==> src/rtl/attack_arbiter.sv <==
// Two-player strike arbiter. A round-robin winner goes through a fixed
// wind-up, a single strike cycle in which its range input is sampled, and a
// cooldown before the next request is taken. A hit lowers the defender's
// health, and the game halts once a health value reaches zero.
module attack_arbiter #(
    parameter int WINDUP   = 4,
    parameter int COOLDOWN = 8,
    parameter int DAMAGE   = 10,
    parameter int MAX_HP   = 100
) (
    input  logic       clk,
    input  logic       reset,
    input  logic       p1_attack,
    input  logic       p2_attack,
    input  logic       p1_hitrange,
    input  logic       p2_hitrange,
    output logic       grant_p1,
    output logic       grant_p2,
    output logic       busy,
    output logic       hit_p1,
    output logic       hit_p2,
    output logic [6:0] hp_p1,
    output logic [6:0] hp_p2,
    output logic       game_over
);

    // State names carry an ST_ prefix so they do not collide with the
    // WINDUP/COOLDOWN parameters.
    typedef enum logic [2:0] {
        ST_IDLE,
        ST_WINDUP,
        ST_STRIKE,
        ST_COOLDOWN,
        ST_HALT
    } state_t;

    localparam logic [3:0] WINDUP_LOAD = 4'(WINDUP - 1);
    localparam logic [3:0] COOL_LOAD   = 4'(COOLDOWN - 1);
    localparam logic [6:0] DMG         = 7'(DAMAGE);
    localparam logic [6:0] HP_INIT     = 7'(MAX_HP);

    state_t          state_reg, state_next;
    logic [3:0]      cnt_reg, cnt_next;
    // Winner of the current or most recent attack: 0 = player 1, 1 = player 2.
    // This same register also remembers who was granted last, which drives
    // the round-robin tie break.
    logic            winner_reg, winner_next;
    logic            game_over_reg, game_over_next;
    logic [1:0][6:0] hp_reg, hp_next;
    logic [1:0]      hit_reg, hit_next;
    logic [1:0]      grant_vec;

    logic            strike_land;
    logic            defender_zero;

    // The winner's range input only matters in the closing edge of STRIKE.
    assign strike_land = (state_reg == ST_STRIKE) &&
                         (winner_reg ? p2_hitrange : p1_hitrange);

    // Per-player health update, hit pulse and grant (index 0 = p1, 1 = p2).
    generate
        for (genvar gi = 0; gi < 2; gi++) begin : g_player
            localparam logic ME = 1'(gi);
            logic [6:0] hp_damaged;

            // Compare before subtracting so that health saturates at zero.
            assign hp_damaged    = (hp_reg[gi] <= DMG) ? 7'd0 : (hp_reg[gi] - DMG);
            assign hp_next[gi]   = (strike_land && (winner_reg != ME)) ? hp_damaged
                                                                       : hp_reg[gi];
            assign hit_next[gi]  = strike_land && (winner_reg == ME);
            assign grant_vec[gi] = ((state_reg == ST_WINDUP) || (state_reg == ST_STRIKE)) &&
                                   (winner_reg == ME);
        end
    endgenerate

    // Defender's post-strike health, used to decide between HALT and COOLDOWN.
    assign defender_zero = (winner_reg ? hp_next[0] : hp_next[1]) == 7'd0;

    // Next-state logic: arbitration, wind-up/cooldown countdown, end of game.
    always_comb begin
        state_next     = state_reg;
        cnt_next       = cnt_reg;
        winner_next    = winner_reg;
        game_over_next = game_over_reg;
        case (state_reg)
            ST_IDLE: begin
                if (p1_attack || p2_attack) begin
                    state_next  = ST_WINDUP;
                    cnt_next    = WINDUP_LOAD;
                    winner_next = (p1_attack && p2_attack) ? ~winner_reg : p2_attack;
                end
            end
            ST_WINDUP: begin
                if (cnt_reg == 4'd0) begin
                    state_next = ST_STRIKE;
                end else begin
                    cnt_next = cnt_reg - 4'd1;
                end
            end
            ST_STRIKE: begin
                if (strike_land && defender_zero) begin
                    state_next     = ST_HALT;
                    game_over_next = 1'b1;
                end else begin
                    state_next = ST_COOLDOWN;
                    cnt_next   = COOL_LOAD;
                end
            end
            ST_COOLDOWN: begin
                if (cnt_reg == 4'd0) begin
                    state_next = ST_IDLE;
                end else begin
                    cnt_next = cnt_reg - 4'd1;
                end
            end
            ST_HALT: begin
                state_next = ST_HALT;
            end
            default: begin
                state_next = ST_IDLE;
            end
        endcase
    end

    // State register. Reset wins over a strike in progress, so an aborted
    // attack leaves health untouched and produces no hit pulse.
    always_ff @(posedge clk) begin
        if (!reset) begin
            state_reg     <= ST_IDLE;
            cnt_reg       <= 4'd0;
            winner_reg    <= 1'b1;
            game_over_reg <= 1'b0;
            hp_reg        <= {HP_INIT, HP_INIT};
            hit_reg       <= 2'b00;
        end else begin
            state_reg     <= state_next;
            cnt_reg       <= cnt_next;
            winner_reg    <= winner_next;
            game_over_reg <= game_over_next;
            hp_reg        <= hp_next;
            hit_reg       <= hit_next;
        end
    end

    assign grant_p1  = grant_vec[0];
    assign grant_p2  = grant_vec[1];
    assign busy      = (state_reg != ST_IDLE);
    assign hit_p1    = hit_reg[0];
    assign hit_p2    = hit_reg[1];
    assign hp_p1     = hp_reg[0];
    assign hp_p2     = hp_reg[1];
    assign game_over = game_over_reg;

endmodule

==> config.mk <==
export PLATFORM = sky130hd
export DESIGN_NAME = attack_arbiter
export DESIGN_NICKNAME = d
export VERILOG_FILES = /design/src/rtl/attack_arbiter.sv
export SDC_FILE = /design/constraint.sdc
export NUM_CORES = 1
export LEC_CHECK = 0
export BUFFER_PORTS_ARGS = -buffer_cell sky130_fd_sc_hd__buf_2
export CAP_MARGIN = 20
export CORE_UTILIZATION = 49
export CTS_CLUSTER_SIZE = 8
export DETAILED_ROUTE_END_ITERATION = 12
export MAX_ROUTING_LAYER = met4
export PLACE_DENSITY = 0.74
export SLEW_MARGIN = 20
export SYNTH_ARGS = -nofsm -noshare
export SYNTH_HDL_FRONTEND = slang
export SYNTH_SLANG_ARGS = --single-unit
==> constraint.sdc <==
create_clock -name clk -period 1.95 [get_ports clk]
set_input_delay 0.195 -clock clk [delete_from_list [all_inputs] [get_ports clk]]
set_output_delay 0.195 -clock clk [all_outputs]
set_load 0.01 [all_outputs]
== Word-level counts from Yosys, hierarchy flattened ==
Cells that the tools add are included.
Storage, ports and cells
  flip-flop bits (word level): 25
  latch bits: 0
  bits in writable memories: 0
  memory bits (read-only): 0
  input bits: 6
  output and inout port bits: 20
  word-level logic and storage cells: 57
  memories: 0
Cells by class
  add/sub/neg operators: 3
  $mul: 0
  divide/modulo/power cells: 0
  order comparisons: 2
  eq/ne operators: 9
  shift-type cells: 0
  multiplexer cells: 16
  bitwise operators: 1
  reduce and logical (&&, ||, !) cells: 19
Operator list (count)
  7-bit two-way mux: 5
  3-bit one-hot mux with 5 select lines: 1
  7-bit by 4-bit less-or-equal comparator with 1-bit output, second input constant: 2
  7-bit by 4-bit subtractor with 7-bit output, second input constant: 2
  3-bit two-way mux: 4
  4-bit two-way mux: 3
  4-bit one-hot mux with 3 select lines: 1
  2-bit inequality test, second input constant: 4
  1-bit logical AND: 7
  7-bit zero test: 1
  3-bit by 2-bit equality test with 1-bit output, second input constant: 2
  3-bit nonzero test: 2
  4-bit zero test: 1
  2-bit AND reduction: 2
  4-bit AND reduction: 1
  4-bit by 1-bit subtractor with 4-bit output, second input constant: 1
  3-bit by 1-bit equality test with 1-bit output, second input constant: 1
  3-bit equality test, second input constant: 1
  3-bit zero test: 1
  3-bit AND reduction: 1
  1-bit logical OR: 2
  1-bit two-way mux: 2
  2-bit by 1-bit inequality test with 1-bit output, second input constant: 1
  2-bit OR reduction: 1
  1-bit NOT: 1

== Longest topological paths before layout ==
Gate-level depths: netlist of the first run.
  depth in word-level cells: 9
  depth in mapped cells: 9
  mapped depth without buffers: 8

== Worst setup path after synthesis of the first run ==
Ideal clock, no wire load.
  kind: register to register
  from: reg hp_reg (netlist bit hp_p2[1])
  to: reg cnt_reg[3]
  arrival: 2.079 ns
  setup slack: -0.248 ns
  stages on the path, launching flop included: 9
  path buffers: 0
  period minus slack after synthesis: 2.198 ns
  cells stage by stage: dfxtp_1 inv_1 ha_1 nor3b_1 a21oi_1 o31ai_1 nor3_1 a21o_1 o221a_2
On the way
  cells in the longest elaborated chain, start to end: 8
Ends and longest elaborated chain
  start, declared: line 49  | logic [1:0][6:0] hp_reg, hp_next;
  start signal, assigned: line 133  | hp_reg <= {HP_INIT, HP_INIT};
  start signal, assigned: line 140  | hp_reg <= hp_next;
  7-bit by 4-bit subtractor with 7-bit output or 7-bit by 4-bit less-or-equal comparator with 1-bit output (tied branches): line 67  | assign hp_damaged = (hp_reg[gi] <= DMG) ? 7'd0 : (hp_reg[gi] - DMG);
  7-bit two-way mux: line 67
  7-bit two-way mux (*): line 68  | assign hp_next[gi] = (strike_land && (winner_reg != ME)) ? hp_damaged
  7-bit two-way mux (*): line 77  | assign defender_zero = (winner_reg ? hp_next[0] : hp_next[1]) == 7'd0;
  7-bit zero test (*): line 77
  1-bit logical AND (*): line 101  | if (strike_land && defender_zero) begin
  2-bit inequality test (no source line) (*)
  4-bit AND reduction (no source line) (*)
  end signal, assigned: line 137  | cnt_reg <= cnt_next;
  end, declared: line 43  | logic [3:0] cnt_reg, cnt_next;
Mark *: on every way between the ends. The rest lies on a longest branch, timed or not.
A chain may end at the register's enable or synchronous reset.

== Final worst setup path of the first run ==
  from: reg state_reg[1]
  to: reg cnt_reg[3]
On the way
  cells in the longest elaborated chain, start to end: 9
Ends and longest elaborated chain
  start, declared: line 42  | state_t state_reg, state_next;
  start signal, assigned: line 136  | state_reg <= state_next;
  3-bit by 2-bit equality test with 1-bit output: line 57, 85
  1-bit logical AND: line 57  | assign strike_land = (state_reg == ST_STRIKE) &&
  1-bit logical AND: line 68
  7-bit two-way mux: line 68
  7-bit two-way mux: line 77
  7-bit zero test: line 77
  1-bit logical AND: line 101
  2-bit inequality test (no source line)
  4-bit AND reduction (no source line)
Parallel ways exist; a longest one is shown, timed or not.

==> results of run 1 <==
## path summary, 6_finish.rpt
| path | endpoint | cells past startpoint | start | slack [ns] |
|---|---|---|---|---|
| worst min register to register | hp_p2[0]$_SDFF_PN0_ | 2 | hp_p2[0]$_SDFF_PN0_ | 0.50 |
| worst max-delay path | cnt_reg[3]$_SDFFE_PN0P_ | 7 | state_reg[1]$_SDFFE_PN0P_ | -0.14 |
| worst max register to register | cnt_reg[3]$_SDFFE_PN0P_ | 7 | state_reg[1]$_SDFFE_PN0P_ | -0.14 |
| worst min-delay path | winner_reg$_SDFFE_PN1P_ | 3 | p2_attack | 0.19 |
## synth_stat cells, types with 2 or more instances
library cell	instances	area [um2]
sky130_fd_sc_hd__dfxtp_1	25	500.5
sky130_fd_sc_hd__nand2_1	19	71.32
sky130_fd_sc_hd__a21oi_1	13	65.06
sky130_fd_sc_hd__nor2_1	13	48.80
sky130_fd_sc_hd__inv_1	12	45.04
sky130_fd_sc_hd__nor3_1	12	60.06
sky130_fd_sc_hd__o21ai_0	8	40.04
sky130_fd_sc_hd__nand3_1	6	30.03
sky130_fd_sc_hd__or3_1	5	31.28
sky130_fd_sc_hd__a21o_1	4	30.03
sky130_fd_sc_hd__clkbuf_1	4	15.01
sky130_fd_sc_hd__o21a_1	4	30.03
sky130_fd_sc_hd__o31ai_1	4	30.03
sky130_fd_sc_hd__and3_1	3	18.77
sky130_fd_sc_hd__ha_1	3	37.54
sky130_fd_sc_hd__nor2b_1	3	18.77
sky130_fd_sc_hd__nor3b_1	3	22.52
sky130_fd_sc_hd__xnor2_1	3	26.28
sky130_fd_sc_hd__a2111oi_0	2	17.52
sky130_fd_sc_hd__a211oi_1	2	15.01
sky130_fd_sc_hd__buf_4	2	15.01
sky130_fd_sc_hd__buf_6	2	22.52
sky130_fd_sc_hd__nor4_1	2	12.51
sky130_fd_sc_hd__o211ai_1	2	15.01
sky130_fd_sc_hd__o22ai_1	2	12.51
sky130_fd_sc_hd__or2_2	2	12.51
sky130_fd_sc_hd__or3b_2	2	17.52
## worst reg2reg max path, cell delays in order, from the launching register on
cell                      delay [ns]
sky130_fd_sc_hd__dfxtp_2        0.37
sky130_fd_sc_hd__or3b_4         0.46
sky130_fd_sc_hd__buf_6          0.16
sky130_fd_sc_hd__or2_4          0.24
sky130_fd_sc_hd__o21ai_4        0.15
sky130_fd_sc_hd__o31ai_4        0.10
sky130_fd_sc_hd__a21o_1         0.25
sky130_fd_sc_hd__o221a_2        0.26
## layer usage
layer | share of wire [%] | global-route usage, % | wire length (um)
met1 | 42 | 35.84 | 2011
met5 | 0 | - | 0
met3 | 4.6 | 2.304 | 218
met4 | 3.3 | 8.711 | 155
met2 | 50 | 47.06 | 2374
## per-stage QoR
| step | setup TNS [ns] | util (%) | area [um2] |
|---|---|---|---|
| after global routing | -1.381 | 76.52 | 2128 |
| after global placement | -0.6914 | 65.27 | 1815 |
| after floorplan | -1.365 | - | 1481 |
| after detailed placement | -2.307 | 65.27 | 1815 |
| final | -0.8847 | 76.52 | 2128 |
| after CTS | -0.3107 | 71.53 | 1989 |
## layout make-up
cell class | instances | area, um2 | share of cell area, %
clock inverters | 1 | 7.507 | 0.3527
flip-flops and latches | 25 | 508.0 | 23.87
clock buffers | 3 | 22.52 | 1.058
inverters | 12 | 45.04 | 2.116
repair buffers | 66 | 444.2 | 20.87
well taps | 31 | 38.79 | 1.822
multi-input cells | 135 | 1062 | 49.91
## timing repair
item                                   4_1_cts  5_1_grt
pin swaps                                    6       21
buffers inserted                             2        6
gates resized for setup                     28       22
setup endpoints to repair                   14       12
endpoints found under the hold margin        0        0
## logic make-up after synthesis
group                      share of synthesized area, %
AOI/OAI and AO/OA                                 24.57
xor gates and xnor gates                          2.414
adders and majority gates                         2.586
buffers and inverters                             7.068
DFF                                               34.48
muxes                                            0.6897
and+or+nand+nor                                   28.19
## power groups by stage
stage / registers (mW) / logic (mW) / clock network, mW
2_1_floorplan: 0.607 / 0.303 / 0
3_3_place_gp: 0.599 / 0.438 / 0
3_5_place_dp: 0.606 / 0.452 / 0
4_1_cts: 0.597 / 0.493 / 0.240
5_1_grt: 0.605 / 0.583 / 0.268
6_report: 0.600 / 0.537 / 0.251
==> impl_metrics.py, run 1 <==
metrics = {
    "outcome": {
        "result_of_the_run": "finished, violations left",
        "violations": "setup timing",
    },
    "sta": {
        "final_worst_path_period_need_ns": 2.094,
        "fin_crit_sh_pct": 107.4,
        "whs_ns": 0.1854,
        "timing.final.max_slew_violations": 0,
        "clock_skew_ns": 0.01835,
        "fmax_mhz": 477.5,
        "hold_violations": 0,
        "transition_time_of_the_tightest_slew_check_pin_ns": 0.5074,
        "remaining_max_slew_budget_at_the_tightest_pin_pct": 65.69,
        "finalWorstSetupSlack_ns": -0.1441,
        "rsz0062_at_grt": "yes",
        "final-setup-viol-count": 10,
    },
    "synth": {
        "syn_nets": 190,
        "syn_inst": 181,
        "ys_types": 46,
        "mappedNetlistArea_um2": 1451,
        "post_synth.cell_area_avg_um2": 8.019,
        "post_synthesis_sequential_area_ratio_pct": 34.48,
        "ffs_w_async_s_r_synth_pct": 0,
        "synth-edff-count": 0,
        "synth-warning-count": 0,
        "synth-main-ff-cell": "sky130_fd_sc_hd__dfxtp_1",
        "yosys_register_bits": 25,
    },
    "setup_path": {
        "slowest_delay_ns": 0.46,
        "timing.critical_path.buf_inv": 1,
        "timing.critical_path.cells": "or3b_4 > buf_6 > or2_4 > o21ai_4 > o31ai_4 > a21o_1 > o221a_2",
        "critical_path_required_ns": 2.18,
        "start_kind": "flop",
        "endpoint_kind": "flop",
        "critPathKind": "reg2reg",
        "critical_path_arrival_ns": 2.32,
        "cp_top_family": "compound AO/OA/AOI/OAI gates",
        "worstPathMaxFanout": 6,
        "cpMaxStageDelayCell": "sky130_fd_sc_hd__or3b_4",
    },
    "routing": {
        "avgViaCountPerCell": 6.029,
        "drt_first_pass_iters": 4,
        "routed_wirelength_um": 4759,
        "avgRoutedWirePerCell_um": 17.43,
        "final_antenna_net_count": 0,
        "drt_iter0_markers": 114,
        "drc_errors": 0,
        "via_count_of_the_routed_design": 1646,
    },
    "clock_tree": {
        "clock_tree.buffer_depth": 2,
        "cts_tree": "yes",
        "postCtsHoldBufs": 0,
        "clockRootBuffer": "sky130_fd_sc_hd__clkbuf_4",
        "cts.reportedPaths.clkPinSlew_ns": 0.16,
        "worst_skew_pair.late_latency_ns": 0.34,
        "clock_sinks": 25,
        "ctsHtreeMaxLevel": 1,
        "number_of_buffers_inserted_during_clock_tree_synthesis": 3,
    },
    "finish": {
        "nNetsFinal": 252,
        "final_cell_count_no_fill": 273,
        "drive_above_1_share_pct": 45.45,
        "syn_to_final_growth_pct": 46.64,
        "n_antenna_cell": 0,
        "top_library_cells_by_usage_in_the_layout_fill_and_taps_aside": "sky130_fd_sc_hd__buf_4 (38), sky130_fd_sc_hd__buf_2 (25), sky130_fd_sc_hd__dfxtp_1 (21)",
        "mostFrequentLayoutCell": "sky130_fd_sc_hd__buf_4",
        "fillerInstances": 172,
    },
    "pwr": {
        "static-leakage-power_nw": 0.9190,
        "power.net_switching_uw": 506.4,
        "switching_share_pct": 36.48,
        "power_mw": 1.388,
        "p_int_uw": 881.6,
        "power.density_nw_per_um2": 652.2,
        "seqPwrFrac_pct": 43.2,
        "combinationalPowerShare_pct": 38.7,
        "clkPwrFrac_pct": 18.1,
        "ir_drop_v": 0.0007047,
    },
    "run": {
        "maxCapViolCount": 0,
    },
    "grt": {
        "grt_pass1_vias": 1490,
        "global_route_wire_length_before_repair_um": 6941,
        "maximum_number_of_pins_on_one_net_before_global_route_repair": 16,
        "track_usage_pct": 28.04,
        "globalRouteOverflowTotal": 0,
        "number_of_antenna_violations_at_the_first_check_in_global_routing": 0,
    },
    "floorplanning": {
        "initial_utilization_pct": 52.18,
        "floorplan.io_pins": 26,
        "floorplan.die.width_um": 56.43,
        "placement_rows": 19,
        "die_height_um": 56.43,
        "core_area_um2": 2781,
        "design.die.area_um2": 3184,
    },
    "placement": {
        "dp_hpwl_um": 2869,
        "numPlacedInstances": 261,
        "finalWeightedCongestion": 0.8938,
        "port-buffer-count": 25,
        "place_ws_ns": -0.3264,
    },
    "worst_hold_path": {
        "hold_path.class": "in2reg",
    },
}
Note: power is estimated with default switching activity, not from simulation.
==> run 2: changes to the inputs <==
Settings changed: GPL_TIMING_DRIVEN set to 0.
Clock period 1.95 ns to 1.8 ns, I/O delays scaled along.
==> impl_metrics.py, run 2 (synthesized netlist as in run 1, its figures left out) <==
metrics = {
    "setup_path": {
        "endpoint_kind": "flop",
        "slowest_delay_ns": 0.41,
        "cp.depth": 9,
        "critical_path_arrival_ns": 2.45,
        "start_kind": "flop",
        "critPathKind": "reg2reg",
        "critical_path_required_ns": 2.03,
        "cpMaxStageDelayCell": "sky130_fd_sc_hd__dfxtp_2",
        "regToRegStartpoint": "hp_p2[1]$_SDFF_PN0_",
        "timing.critical_path.buf_inv": 2,
        "timing.critical_path.cells": "inv_1 > ha_1 > nor3b_4 > a21oi_1 > o31ai_2 > buf_4 > nor3_4 > a21o_1 > o221a_2",
        "critPathLaunch": "hp_p2[1]$_SDFF_PN0_",
        "worstPathMaxFanout": 7,
        "worstRegToRegCells": 9,
        "cp_top_family": "compound AO/OA/AOI/OAI gates",
    },
    "outcome": {
        "result_of_the_run": "finished, violations left",
        "violations": "setup timing",
    },
    "grt": {
        "number_of_antenna_violations_at_the_first_check_in_global_routing": 0,
        "global_route_wire_length_before_repair_um": 6210,
        "grt_pass1_vias": 1372,
        "maximum_number_of_pins_on_one_net_before_global_route_repair": 15,
        "track_usage_pct": 25.24,
        "globalRouteOverflowTotal": 0,
    },
    "routing": {
        "detailed_route_wirelength_on_metal2_um": 1978,
        "detailroute.wirelength.met3_um": 179,
        "via_count_of_the_routed_design": 1495,
        "final_antenna_net_count": 0,
        "highest-signal-layer": "met4",
        "avgRoutedWirePerCell_um": 16.35,
        "routed_wirelength_um": 4088,
        "drc_errors": 0,
        "drt_iter0_markers": 65,
        "drt_first_pass_iters": 4,
        "wirelength_met1_um": 1859,
        "avgViaCountPerCell": 5.980,
    },
    "placement": {
        "dp_hpwl_um": 2427,
        "port-buffer-count": 25,
        "finalWeightedCongestion": 0.8412,
        "numPlacedInstances": 237,
    },
    "clock_tree": {
        "worst_skew_pair.late_latency_ns": 0.32,
        "clock_tree.buffer_depth": 2,
        "number_of_buffers_inserted_during_clock_tree_synthesis": 3,
        "clock_sinks": 25,
        "postCtsHoldBufs": 0,
        "cts_tree": "yes",
        "cts.reportedPaths.clkPinSlew_ns": 0.13,
        "ctsHtreeMaxLevel": 1,
        "clockRootBuffer": "sky130_fd_sc_hd__clkbuf_4",
    },
    "finish": {
        "top_library_cells_by_usage_in_the_layout_fill_and_taps_aside": "sky130_fd_sc_hd__buf_2 (25), sky130_fd_sc_hd__nand2_1 (18), sky130_fd_sc_hd__dfxtp_1 (17)",
        "drive_above_1_share_pct": 41.10,
        "syn_to_final_growth_pct": 35.00,
        "n_antenna_cell": 0,
        "nNetsFinal": 229,
        "final_cell_count_no_fill": 250,
        "mostFrequentLayoutCell": "sky130_fd_sc_hd__buf_2",
    },
    "pwr": {
        "p_int_uw": 919.6,
        "combinationalPowerShare_pct": 36.2,
        "clkPwrFrac_pct": 17.5,
        "seqPwrFrac_pct": 46.3,
        "power.net_switching_uw": 516.1,
        "ir_drop_v": 0.0005029,
        "switching_share_pct": 35.95,
        "power.density_nw_per_um2": 732.7,
        "power_mw": 1.436,
        "static-leakage-power_nw": 0.7900,
    },
    "sta": {
        "final-setup-viol-count": 13,
        "whs_ns": 0.1775,
        "transition_time_of_the_tightest_slew_check_pin_ns": 0.5913,
        "fmax_mhz": 450.4,
        "rsz0062_at_grt": "yes",
        "final_worst_path_period_need_ns": 2.220,
        "remaining_max_slew_budget_at_the_tightest_pin_pct": 60.58,
        "finalWorstSetupSlack_ns": -0.4204,
        "clock_skew_ns": 0.003653,
        "fin_crit_sh_pct": 123.4,
        "timing.final.max_slew_violations": 0,
        "hold_violations": 0,
        "setup_total_negative_slack_ns": -3.866,
    },
    "run": {
        "maxCapViolCount": 0,
    },
    "worst_hold_path": {
        "hold_path_depth": 3,
        "worstHoldStart": "reset",
        "hold_path.class": "in2reg",
    },
    "floorplanning": {
        "floorplan.io_pins": 26,
        "die_height_um": 56.43,
        "core_area_um2": 2781,
        "design.die.area_um2": 3184,
        "placement_rows": 19,
        "initial_utilization_pct": 52.18,
        "floorplan.die.width_um": 56.43,
    },
}
-- run 2: cell types whose count changed in the layout (fill, tap and decap cells not counted), sizes merged --
cell and change:
buf -26, clkbuf +3, clkinv +1, clkinvlp -1
-- run 2: metrics by stage --
step	util, %	setup WS (ns)	cell area, um2
finish	70.45	-0.4204	1959
global placement	59.33	-0.4981	1650
detailed placement	59.33	-0.5365	1650
global route	70.45	-0.5092	1959
CTS	65.59	-0.4137	1824
floorplan	-	-0.3606	1486
-- run 2: worst reg2reg max path: cells and delay by family (launching register included) --
family                     cells  cell delay, ns
AOI/OAI and AO/OA              4            0.81
DFF                            1            0.41
and+or+nand+nor                2            0.34
adders and majority gates      1            0.31
buffers and inverters          2            0.28
-- run 2: metal layers --
metal  vias to the layer above  global-route usage [%]
met5                         -                       -
met4                         0                   12.20
met3                         9                   2.535
met2                        60                   40.34
met1                       696                   31.89
li1                        730                       -
-- run 2: area by class of cell --
cell class / count / area (um2)
clock inverters: 1 / 5.005
plain buffers: 4 / 22.52
multi-input cells: 135 / 1070
clock buffers: 3 / 22.52
well taps: 31 / 38.79
inverters: 12 / 45.04
fillers: 200 / 822.0
repair buffers: 39 / 237.7
flip-flops and latches: 25 / 518.0
-- run 2: repair_timing --
item | in CTS | in global routing
pin swaps | 9 | 12
setup buffers | 6 | 8
resized for setup | 31 | 24
endpoints found under the setup margin | 17 | 20
endpoints found under the hold margin | 0 | 0
gates cloned | 1 | 0
-- run 2: worst paths after layout --
path,end,slack [ns]
worst max-delay path,cnt_reg[3]$_SDFFE_PN0P_,-0.42
worst min-delay path,cnt_reg[0]$_SDFFE_PN0P_,0.18
worst max register to register,cnt_reg[3]$_SDFFE_PN0P_,-0.42
worst min register to register,game_over$_SDFFE_PN0P_,0.47
-- run 2: power groups by stage --
stage	clock, mW	sequential, mW	combinational (mW)
after floorplan	0	0.658	0.330
after global placement	0	0.660	0.421
after detailed placement	0	0.664	0.436
after CTS	0.256	0.660	0.478
after global routing	0.285	0.671	0.561
final	0.251	0.665	0.520
